## src/rtl/ifetch_seq.sv

```systemverilog
`default_nettype none
// ============================================================================
// Module   : ifetch_seq
// Brief    : Instruction fetch sequencer. Owns the fetch PC, issues 8-byte
//            aligned 64-bit SRAM reads (1-cycle latency), and handles
//            redirects, decode stalls and doubleword-straddling instructions.
//            Optional macro IFETCH_HOLD_BUF_EN adds a held-word buffer so
//            stalls and same-doubleword advances issue no SRAM reads.
// Revision : 1.0 - initial release
// ============================================================================
module ifetch_seq #(
    parameter logic [31:0] RESET_PC = 32'h0000_0000
) (
    input  logic        clk,
    input  logic        rst,
    input  logic        jb,
    input  logic [31:0] jb_addr,
    input  logic        stall,
    input  logic        isrv16,
    output logic        sram_cs,
    output logic [31:0] sram_addr,
    input  logic [63:0] sram_rdata,
    output logic [31:0] pc,
    output logic [63:0] instr,
    output logic        sram_cs_ff,
    output logic        jb_ff,
    output logic        instr_valid
);

    localparam logic [1:0] c_ST_RST   = 2'd0;
    localparam logic [1:0] c_ST_REQ   = 2'd1;
    localparam logic [1:0] c_ST_RUN   = 2'd2;
    localparam logic [1:0] c_ST_SPLIT = 2'd3;

`ifdef IFETCH_HOLD_BUF_EN
    localparam logic c_REFETCH = 1'b0;
`else
    // Without a held word the SRAM output is the only copy of the fetch word.
    localparam logic c_REFETCH = 1'b1;
`endif

    logic [1:0]  r_state;
    logic [1:0]  w_state_nxt;
    logic [31:0] r_pc;
    logic        r_cs_ff;
    logic        r_jb_ff;
    logic        r_redir;
    logic [28:0] w_dw;
    logic [31:0] w_next_pc;
    logic        w_complete;
    logic        w_adv;
    logic        w_cross;
    logic        w_jb_take;

    assign w_jb_take  = jb && (r_state != c_ST_RST);
    assign w_complete = isrv16 || (r_pc[2:1] != 2'b11);
    // A split instruction is always 32-bit, so SPLIT always steps by 4.
    assign w_next_pc  = r_pc + (((r_state == c_ST_SPLIT) || !isrv16) ? 32'd4 : 32'd2);
    assign w_cross    = (w_next_pc[31:3] != r_pc[31:3]);
    assign w_adv      = !stall && (((r_state == c_ST_RUN) && w_complete) ||
                                   (r_state == c_ST_SPLIT));

    always_ff @(posedge clk) begin
        if (rst) begin
            r_state <= c_ST_RST;
        end else begin
            r_state <= w_state_nxt;
        end
    end

    always_comb begin
        w_state_nxt = r_state;
        case (r_state)
            c_ST_RST:   w_state_nxt = c_ST_REQ;
            c_ST_REQ:   w_state_nxt = c_ST_RUN;
            c_ST_RUN:   if (!w_complete) w_state_nxt = c_ST_SPLIT;
            c_ST_SPLIT: if (!stall) w_state_nxt = c_ST_RUN;
            default:    w_state_nxt = c_ST_RST;
        endcase
        if (w_jb_take) begin
            w_state_nxt = c_ST_REQ;
        end
    end

    // The read address always targets the doubleword presented next cycle.
    always_comb begin
        sram_cs     = 1'b0;
        w_dw        = r_pc[31:3];
        instr_valid = 1'b0;
        case (r_state)
            c_ST_REQ: sram_cs = 1'b1;
            c_ST_RUN: begin
                instr_valid = w_complete;
                if (!w_complete) begin
                    sram_cs = 1'b1;
                    w_dw    = r_pc[31:3] + 29'd1;
                end else if (!stall) begin
                    sram_cs = w_cross | c_REFETCH;
                    w_dw    = w_next_pc[31:3];
                end else begin
                    sram_cs = c_REFETCH;
                end
            end
            c_ST_SPLIT: begin
                instr_valid = 1'b1;
                sram_cs     = c_REFETCH;
                w_dw        = r_pc[31:3] + 29'd1;
            end
            default: ;
        endcase
        if (rst || w_jb_take) begin
            sram_cs = 1'b0;
        end
    end

    always_ff @(posedge clk) begin
        if (rst) begin
            r_pc    <= RESET_PC & ~32'd1;
            r_cs_ff <= 1'b0;
            r_jb_ff <= 1'b0;
            r_redir <= 1'b0;
        end else begin
            r_cs_ff <= sram_cs;
            r_jb_ff <= (r_state == c_ST_REQ) && r_redir && !w_jb_take;
            if (w_jb_take) begin
                r_pc    <= jb_addr & ~32'd1;
                r_redir <= 1'b1;
            end else begin
                if (w_adv) begin
                    r_pc <= w_next_pc;
                end
                if (r_state == c_ST_REQ) begin
                    r_redir <= 1'b0;
                end
            end
        end
    end

`ifdef IFETCH_HOLD_BUF_EN
    logic [63:0] r_held;

    always_ff @(posedge clk) begin
        if (rst) begin
            r_held <= '0;
        end else if (r_cs_ff) begin
            r_held <= sram_rdata;
        end
    end

    assign instr = r_cs_ff ? sram_rdata : r_held;
`else
    assign instr = sram_rdata;
`endif

    assign sram_addr  = {w_dw, 3'b000};
    assign pc         = r_pc;
    assign sram_cs_ff = r_cs_ff;
    assign jb_ff      = r_jb_ff;

endmodule

`default_nettype wire

```

## config.mk

```make
export PLATFORM = sky130hd
export DESIGN_NAME = ifetch_seq
export DESIGN_NICKNAME = d
export VERILOG_FILES = /design/src/rtl/ifetch_seq.sv
export SDC_FILE = /design/constraint.sdc
export NUM_CORES = 1
export LEC_CHECK = 0
export BUFFER_PORTS_ARGS = -buffer_cell sky130_fd_sc_hd__buf_2
export CAP_MARGIN = 10
export CORE_MARGIN = 1
export CORE_UTILIZATION = 29
export DETAILED_ROUTE_END_ITERATION = 8
export HOLD_SLACK_MARGIN = 0.12
export PLACE_DENSITY = 0.7
export SLEW_MARGIN = 5
export SYNTH_ARGS = -nofsm -noshare
export SYNTH_HDL_FRONTEND = slang
export SYNTH_SLANG_ARGS = --single-unit
```

## constraint.sdc

```tcl
create_clock -name clk -period 7.25 [get_ports clk]
set_clock_uncertainty 0.15 [all_clocks]
set_input_delay 0 -clock clk [delete_from_list [all_inputs] [get_ports clk]]
set_output_delay 0 -clock clk [all_outputs]
set_load 0.03 [all_outputs]
```

# After elaboration in Yosys (flattened, before gate mapping)

Cells that the tools add are included.

Mux-type cells: 15
$lt $le $gt $ge: 0
Equal/unequal tests: 8
Divide/modulo/power cells: 0
$add $sub $neg: 2
$mul: 0
Shifts and indexed selects: 0
Reduce and logical (&&, ||, !) cells: 20
Bitwise operators: 0

Operators with widths:

| operator                | number |
|---|---|
| $mux W32                | 2 |
| $mux W29                | 2 |
| $pmux W29 S2            | 1 |
| $add A32 B3 Y32         | 1 |
| $add A29 B1 Y29 const B | 1 |
| $pmux W2 S4             | 1 |
| $ne A2 B2 Y1 const B    | 3 |
| $ne A3 B3 Y1 const B    | 2 |
| $reduce_bool A2 Y1      | 3 |
| $logic_and A1 B1 Y1     | 5 |
| $mux W1                 | 5 |
| $eq A2 B2 Y1 const B    | 2 |
| $logic_or A1 B1 Y1      | 4 |
| $mux W2                 | 2 |
| $reduce_and A2 Y1       | 2 |
| $logic_not A1 Y1        | 3 |
| $mux W3                 | 1 |
| $reduce_or A3 Y1        | 1 |
| $eq A2 B1 Y1 const B    | 1 |
| $logic_not A2 Y1        | 1 |
| $pmux W1 S2             | 1 |
| $reduce_or A2 Y1        | 1 |

Bits in writable memories: 0
Bits of input ports: 101
Flip-flop bits (word level): 37
Bits in read-only memories: 0
Logic and storage cells: 52
Latch bits: 0
Memories: 0
Output and inout port bits: 132

# Logic depth before layout (Yosys ltp)

Gate-level depths: netlist of the first run.

Word-level depth: 7
Mapped depth: 12
Gate-level depth less buffers: 10

# Worst setup path after synthesis of the first run

OpenSTA, ideal clock, no wires.

Path kind: register -> output
From: register r_state[1]
To: output port sram_addr[31]
Buffers on the path: 2
Cell stages (with the launch flop): 13
Data required time: 7.100 ns
Arrival time: 2.726 ns
Path slack: 4.374 ns
Path through: dfxtp_1 > clkbuf_2 > clkbuf_1 > nand2_1 > nand2_1 > inv_1 > ha_1 > fa_1 > nor2b_1 > o31a_1 > nand3_1 > nor2_1 > xor2_1

Longest elaborated chain between the ends: 7
Elaborated cells on any way between the ends: 8
Those cells by class: add/sub: 1; eq/ne: 2; mux: 4; reduce/logical: 1

RTL lines:

| what                   | line   | source |
|---|---|---|
| from (decl)            | 42     | `logic [1:0] r_state;` |
| from (signal assigned) | 65     | `r_state <= c_ST_RST;` |
| from (signal assigned) | 67     | `r_state <= w_state_nxt;` |
| $eq A2 B2 Y1           | 58, 90 |  |
| $logic_or A1 B1 Y1     | 58     | `assign w_next_pc = r_pc + (((r_state == c_ST_SPLIT) \|\| !isrv16) ? 32'd4 : 32'd2);` |
| $mux W3                | 58     |  |
| $add A32 B3 Y32        | 58     |  |
| $mux W29               | 97     | `end else if (!stall) begin` |
| $mux W29               | 94     | `if (!w_complete) begin` |
| $pmux W29 S2 *         | 90     | `case (r_state)` |
| to (decl)              | 21     | `output logic [31:0] sram_addr,` |

Mark *: on every way between the ends. The rest lies on a longest branch, timed or not.

# Final worst setup path of the first run

From: register r_state[1]
To: output port sram_addr[29]

The elaborated chain is that of the path after synthesis.

==> reports/qor.txt, run 1 <==
Status: finished clean
Util after Layout: 40.8%
Number of flops mapped to enable cells by yosys: 0
Most used DFF post-synth: dfxtp_1
Maximum VDD drop: 0.000103 V
Post-Synthesis Cell Area: 0.00334 mm^2
Hpwl dp: 8.04 mm
First DRT Iteration DRCs: 361
Synthesized instance count: 452
Via Count: 3663
Most frequent cells in the layout: dlygate4sd3_1 (100), buf_2 (99), nor2_1 (51), nand2_1 (41), dfxtp_1 (36)
FP Rows: 38
Sink Count: 36
Max Fclk: 0.297 GHz
DR pass1 iterations: 5
Setup WS pre-CTS: 4.17 ns
Complex-gate fraction of the synthesized area: 14.7%
Synth cell types: 59
Post-DRT Antenna Nets: 0
Yosys reg bits: 36
Final non-filler cell total: 699
Req. time, crit path: 7.10 ns
# resized after CTS: 0
Multiplexer share of the synthesized area: 0.637%
Pin count of the biggest net entering global routing: 48
Final min period: 3.37 ns
Final Slew Violations: 0
TritonCTS clock tree: yes
Worst-Margin Slew: 1.15 ns
Num CTS Buffers: 5
Critical Path Sink Type: output pin
Clock root cell: clkbuf_16
Ys Warns: 0
Lkg Pwr: 0.00186 uW
Final Cycle Share: 46.5%
GRT Overall Usage: 18.4%
Fin nets: 663
# setup viols final: 0
First-pass GRT wire length: 16.9 mm
Final Wtd Congestion: 0.870
Dpl cells: 591
CTS Buffer Depth: 2
Pwr/cell area: 161 mW/mm^2
Post-Route WL: 11.4 mm
Vias in the first global route: 3292
Total grt overflow: 0
Simple-Gate Fraction of Synth Area: 30.2%
Initial core utilization: 30.3%
Die Height: 109 um
Die W: 109 um
Avg Cell Area, Syn: 7.39 um^2
Clock Latency Late Sink: 0.28 ns
Synth async-reset ratio: 0%
Hold Fails Final Rpt: 0
Hold crit path type: input pin to register
Xor/xnor share of the synthesized area: 10.2%
Diodes inserted: 0
CP startpoint kind: register
Initial antenna violation count: 0
Proportion of layout cells with a drive suffix above 1: 20.6%
Main combinational cell family by area after synthesis: simple AND/OR/NAND/NOR gates
Htree depth: 2
Worst endpoint data arrival time: 3.22 ns
I/O pin cnt: 233
Max Cap Viol: 0
Sum Neg Setup Slack: 0 ns
Drc violations: 0
CORE AREA: 0.0110 mm^2
Critical Path Fanout Max: 17
Slew headroom: 23.2%
Worst-path clk slew: 0.06 ns
Vias per cell: 5.24
Most common cell after layout, fill and taps aside: dlygate4sd3_1
RSZ-0062 raised after global routing: no
Setup CP Type: register to output pin
Routed len/inst: 16.3 um
Setup ws final: 3.88 ns
Port bufs: 99
Post-synthesis sequential area ratio: 21.6%
DIE AREA: 0.0119 mm^2
Post-Synth Adder-Cell Area: 1.72%
Synth-to-layout area growth: 34.7%
[Yosys cell counts, drive strengths merged (2+ instances only)]
master | count | area share (%)
and4 | 4 | 1.1
a21o | 3 | 0.67
clkbuf | 24 | 2.8
nor2 | 51 | 5.7
nand4 | 15 | 3.6
nor4 | 14 | 2.6
a31oi | 9 | 1.7
o311ai | 3 | 0.79
nand3 | 13 | 1.9
o21a | 4 | 0.90
nor3b | 2 | 0.45
xor2 | 19 | 5.0
ha | 3 | 1.1
a21oi | 9 | 1.3
nor2b | 3 | 0.56
a311oi | 6 | 1.6
a22o | 2 | 0.52
or4 | 4 | 0.90
nor3 | 19 | 2.8
a211oi | 12 | 2.7
a2bb2oi | 2 | 0.52
buf | 79 | 18
xnor2 | 20 | 5.2
or2 | 3 | 0.56
and3 | 3 | 0.56
a22oi | 3 | 0.67
o21ai | 9 | 1.3
dfxtp | 36 | 22
nand2b | 4 | 0.75
o211ai | 2 | 0.45
inv | 3 | 0.34
o221ai | 2 | 0.52
or3 | 12 | 2.4
nand2 | 41 | 4.6
[critical path, cell delays in order (launching register included)]
cell and delay [ns]:
dfxtp_1 0.68, nand2_1 0.11, nand2_1 0.15, inv_1 0.06, ha_1 0.22, fa_1 0.47, nor2b_1 0.17, o31a_1 0.34
nand3_1 0.29, nor3_1 0.10, xor2_1 0.14, buf_2 0.21
[cell families (layout without fill, tap and decap cells)]
logic type               count (synthesis)  in the layout
other                                    1              4
adder cells (fa/ha/maj)                  4              4
multiplexers                             2              2
AO/OA/AOI/OAI                           70             70
XOR/XNOR                                39             39
buffers and inverters                  106            210
AND/OR/NAND/NOR                        194            194
flip-flops                              36             36
[layer usage]
layer,routed length [um],vias to the layer above,track usage (%)
met2,5680,240,32.7
li1,-,1735,-
met1,4440,1678,22.7
met3,1150,10,3.79
met4,94,0,3.71
met5,0,-,0
[power breakdown]
part	total, uW	switching (uW)	internal, uW
logic	257	163	93.9
clock network	219	82.1	137
registers	249	35.2	214
[metrics by stage]
stage / total power [uW] / hold slack, ns / cell area [um^2]
final: 725 / 0.126 / 4500
after global placement: 423 / -0.150 / 3350
after CTS: 728 / 0.125 / 4500
after global routing: 757 / 0.177 / 4500
after floorplan: 440 / -0.0183 / 3350
after detailed placement: 425 / -0.150 / 3350
[area by class of cell]
cell class	count	area, um^2
multi-input combinational	313	1950
fill	1146	6530
sequential	36	721
tap	140	175
clock buffer	8	146
timing repair buffer	199	1500
inverter	3	11.3
[path summary, 6_finish.rpt]
check / start / to / slack (ns) / cells after the start
worst min register to register: r_redir / r_redir / 0.35 / 2
worst max register to register: r_state[1] / pc[11] / 4.10 / 10
worst max-delay path: r_state[1] / sram_addr[29] / 3.88 / 11
worst min-delay path: rst / pc[25] / 0.13 / 2
[registers in the layout, summed over array words and instances (netlist names)]
register    count
pc             31
r_state         2
jb_ff           1
sram_cs_ff      1
r_redir         1
[repair_timing]
| action | 4_1_cts | 5_1_grt |
|---|---|---|
| setup buffers | 0 | 0 |
| hold buffers | 100 | 0 |
| endpoints found under the hold margin | 99 | 0 |
No activity file was read; power rests on OpenSTA's default activity.
==> inputs of run 2 (changes only) <==
ABC_AREA = 1   (was unset)
PLACE_DENSITY = 0.65   (was 0.7)
clock period = 3.4 ns   (was 7.25 ns; I/O delays follow)
==> reports/qor.txt, run 2 <==
Status: finished clean (unchanged)
Count leader, synth: nand2_1 (was buf_4)
Worst-Margin Slew: 1.14 ns (was 1.15 ns)
Final Cycle Share: 85.4%
Synth area leader: nand2_1 (was dfxtp_1)
I/O pin cnt: 233 (unchanged)
Fin nets: 1021 (was 663)
Clock root cell: clkbuf_16 (unchanged)
Setup CP Type: register to output pin (unchanged)
Critical Path Sink Type: output pin (unchanged)
Top post-synthesis cells by count: nand2_1 (223), nand3_1 (94), a21oi_1 (83) (was buf_4 (68), nor2_1 (51), nand2_1 (41))
Sum Neg Setup Slack: 0 ns (unchanged)
Die W: 128 um (was 109 um)
Lkg Pwr: 0.00267 uW (was 0.00186 uW)
Vias in the first global route: 5015 (was 3292)
Sw Share: 45.8% (was 38.7%)
Pin count of the biggest net entering global routing: 40 (was 48)
Initial core utilization: 29.9% (was 30.3%)
Final Slew Violations: 0 (unchanged)
Final Wtd Congestion: 0.959 (was 0.870)
P_int: 1060 uW (was 445 uW)
Synthesized instance count: 809 (was 452)
Gate power share: 45.1% (was 35.4%)
Proportion of layout cells with a drive suffix above 1: 16.6% (was 20.6%)
Post-Synthesis Cell Area: 0.00458 mm^2 (was 0.00334 mm^2)
Diodes inserted: 0 (unchanged)
Synth async-reset ratio: 0% (unchanged)
Fillers: 1744 (was 1146)
Vias per cell: 5.03 (was 5.24)
Total grt overflow: 0 (unchanged)
Via Count: 5665 (was 3663)
Worst Hold Path Cells: 6 (was 2)
Port bufs: 99 (unchanged)
Origin of the critical flop-to-flop path: r_state[0] (was r_state[1])
Sw Pwr: 896 uW (was 280 uW)
Clock power frac: 25.9% (was 30.2%)
First-pass GRT wire length: 26.5 mm (was 16.9 mm)
Post-Synth Adder-Cell Area: 1.26% (was 1.72%)
Slew headroom: 24.1% (was 23.2%)
Hold crit path type: input pin to register (unchanged)
FF-to-FF path depth: 10 (unchanged)
Pwr/cell area: 333 mW/mm^2 (was 161 mW/mm^2)
Synth cell types: 41 (was 59)
Hold Fails Final Rpt: 0 (unchanged)
CORE AREA: 0.0153 mm^2 (was 0.0110 mm^2)
Most frequent cells in the layout: nand2_1 (223), buf_2 (99), dlygate4sd3_1 (98), nand3_1 (94), a21oi_1 (83) (was dlygate4sd3_1 (100), buf_2 (99), nor2_1 (51), nand2_1 (41), dfxtp_1 (36))
GRT Overall Usage: 20.9% (was 18.4%)
Worst-path clk slew: 0.06 ns (about the same)
DIE AREA: 0.0163 mm^2 (was 0.0119 mm^2)
First DRT Iteration DRCs: 458 (was 361)
Req. time, crit path: 3.25 ns (was 7.10 ns)
Hpwl dp: 11.9 mm (was 8.04 mm)
Worst hold path endpoint: pc[1] (was pc[25])
Final min period: 2.90 ns
Maximum VDD drop: 0.000222 V (was 0.000103 V)
CTS Buffer Depth: 2 (unchanged)
Htree depth: 2 (unchanged)
RSZ-0062 raised after global routing: no (unchanged)
Worst endpoint data arrival time: 2.75 ns (was 3.22 ns)
Sink Count: 36 (unchanged)
Xor/xnor share of the synthesized area: 4.59% (was 10.2%)
Max Cap Viol: 0 (unchanged)
DR pass1 iterations: 5 (unchanged)
DP Area: 0.00473 mm^2 (was 0.00335 mm^2)
Ranking of synthesized cells by area: nand2_1 (18%), dfxtp_1 (16%), buf_4 (11%), nand3_1 (10%), a21oi_1 (9.1%) (was dfxtp_1 (22%), buf_4 (15%), nor2_1 (5.7%), xnor2_1 (5.2%), xor2_1 (5.0%))
Top cell type's share of synthesized area: 18.3% (was 21.6%)
FP Rows: 45 (was 38)
Num CTS Buffers: 5 (unchanged)
Post-DRT Antenna Nets: 0 (unchanged)
RR Endpoint: pc[5] (was pc[11])
Max Fclk: 0.344 GHz
Initial antenna violation count: 0 (unchanged)
Simple-Gate Fraction of Synth Area: 38.0% (was 30.2%)
Reg2Reg Setup Slack: 0.91 ns (was 4.10 ns)
Yosys reg bits: 36 (unchanged)
Die Height: 128 um (was 109 um)
Ys Warns: 0 (unchanged)
Avg Cell Area, Syn: 5.66 um^2 (was 7.39 um^2)
Multiplexer share of the synthesized area: 0% (was 0.637%)
Critical Path Fanout Max: 6 (was 17)
Main combinational cell family by area after synthesis: simple AND/OR/NAND/NOR gates (unchanged)
Clock Latency Late Sink: 0.29 ns (was 0.28 ns)
Layout Cell Area excl Fill: 0.00586 mm^2 (was 0.00450 mm^2)
Share of power burned in registers: 29.1% (was 34.3%)
Number of flops mapped to enable cells by yosys: 0 (unchanged)
# setup viols final: 0 (unchanged)
Post-synthesis sequential area ratio: 15.7% (was 21.6%)
CP startpoint kind: register (unchanged)
Post-Route WL: 17.3 mm (was 11.4 mm)
Drc violations: 0 (unchanged)
Max reg flops: 31 (unchanged)
Most common cell after layout, fill and taps aside: nand2_1 (was dlygate4sd3_1)
Most used DFF post-synth: dfxtp_1 (unchanged)
TritonCTS clock tree: yes (unchanged)
Worst hold path startpoint: isrv16 (was rst)
Synth-to-layout area growth: 28.0% (was 34.7%)
Complex-gate fraction of the synthesized area: 19.3% (was 14.7%)
Routed len/inst: 15.4 um (was 16.3 um)
-- run 2: repair_timing --
item,CTS,global route
resized for setup,0,0
hold buffers,98,0
setup buffers,0,0
endpoints found under the hold margin,99,0
-- run 2: power groups by stage --
| stage | clock, uW | combinational [uW] | sequential, uW |
|---|---|---|---|
| after floorplan | 0 | 597 | 607 |
| after global placement | 0 | 697 | 573 |
| after detailed placement | 0 | 703 | 574 |
| after CTS | 512 | 880 | 565 |
| after global routing | 529 | 956 | 579 |
| final | 506 | 881 | 568 |
-- run 2: worst max-delay path by stage --
| stage | from | end | slack, ns | cells after the start |
|---|---|---|---|---|
| floorplan | r_state[0] | sram_addr[15] | 0.61 | 12 |
| global placement | r_state[0] | sram_addr[11] | 0.85 | 13 |
| detailed placement | r_state[0] | sram_addr[11] | 0.86 | 13 |
| CTS | r_state[0] | sram_addr[11] | 0.55 | 13 |
| global route | r_state[0] | sram_addr[18] | 0.28 | 17 |
| finish | r_state[0] | sram_addr[11] | 0.50 | 13 |
-- run 2: worst max-delay path: stages, from the launching register on --
cell,delay (ns)
dfxtp_1,0.36
nand2_1,0.15
clkinv_1,0.11
nor2_1,0.14
ha_1,0.23
fa_1,0.35
inv_1,0.17
nor2_2,0.26
xor2_1,0.24
nand2_1,0.07
nand2_1,0.06
nand3_1,0.06
nand2_1,0.08
buf_2,0.19
-- run 2: logic make-up after synthesis --
| kind of cell | count (synthesis) |
|---|---|
| and+or+nand+nor | 399 |
| xor gates and xnor gates | 24 |
| AOI/OAI and AO/OA | 165 |
| adders and majority gates | 4 |
| buffers and inverters | 180 |
| other | 1 |
| DFF | 36 |
-- run 2: final cells by class --
type | instances | area (um^2) | area share (%)
clock buffer | 7 | 153 | 2.60
inverter | 69 | 259 | 4.42
multi-input combinational | 596 | 2910 | 49.6
sequential | 36 | 721 | 12.3
tap | 211 | 264 | 4.50
timing repair buffer | 208 | 1560 | 26.6
-- run 2: per-stage QoR --
stage | cells | hold WS (ns) | power, uW | utilization [%] | worst slack, ns
floorplan | 812 | -0.0809 | 1200 | - | 0.610
global placement | 1022 | -0.150 | 1270 | 30.9 | 0.851
detailed placement | 1022 | -0.150 | 1280 | 30.9 | 0.863
CTS | 1127 | 0.179 | 1960 | 38.3 | 0.547
global route | 1127 | 0.255 | 2060 | 38.3 | 0.281
finish | 1127 | 0.199 | 1960 | 38.3 | 0.496
-- run 2: per-layer routing --
layer | track usage, % | wire length [um] | vias up
met5 | 0 | 0 | -
met4 | 5.12 | 245 | 0
met3 | 3.51 | 1310 | 18
met2 | 34.7 | 8020 | 269
met1 | 28.1 | 7780 | 2600
li1 | - | - | 2778
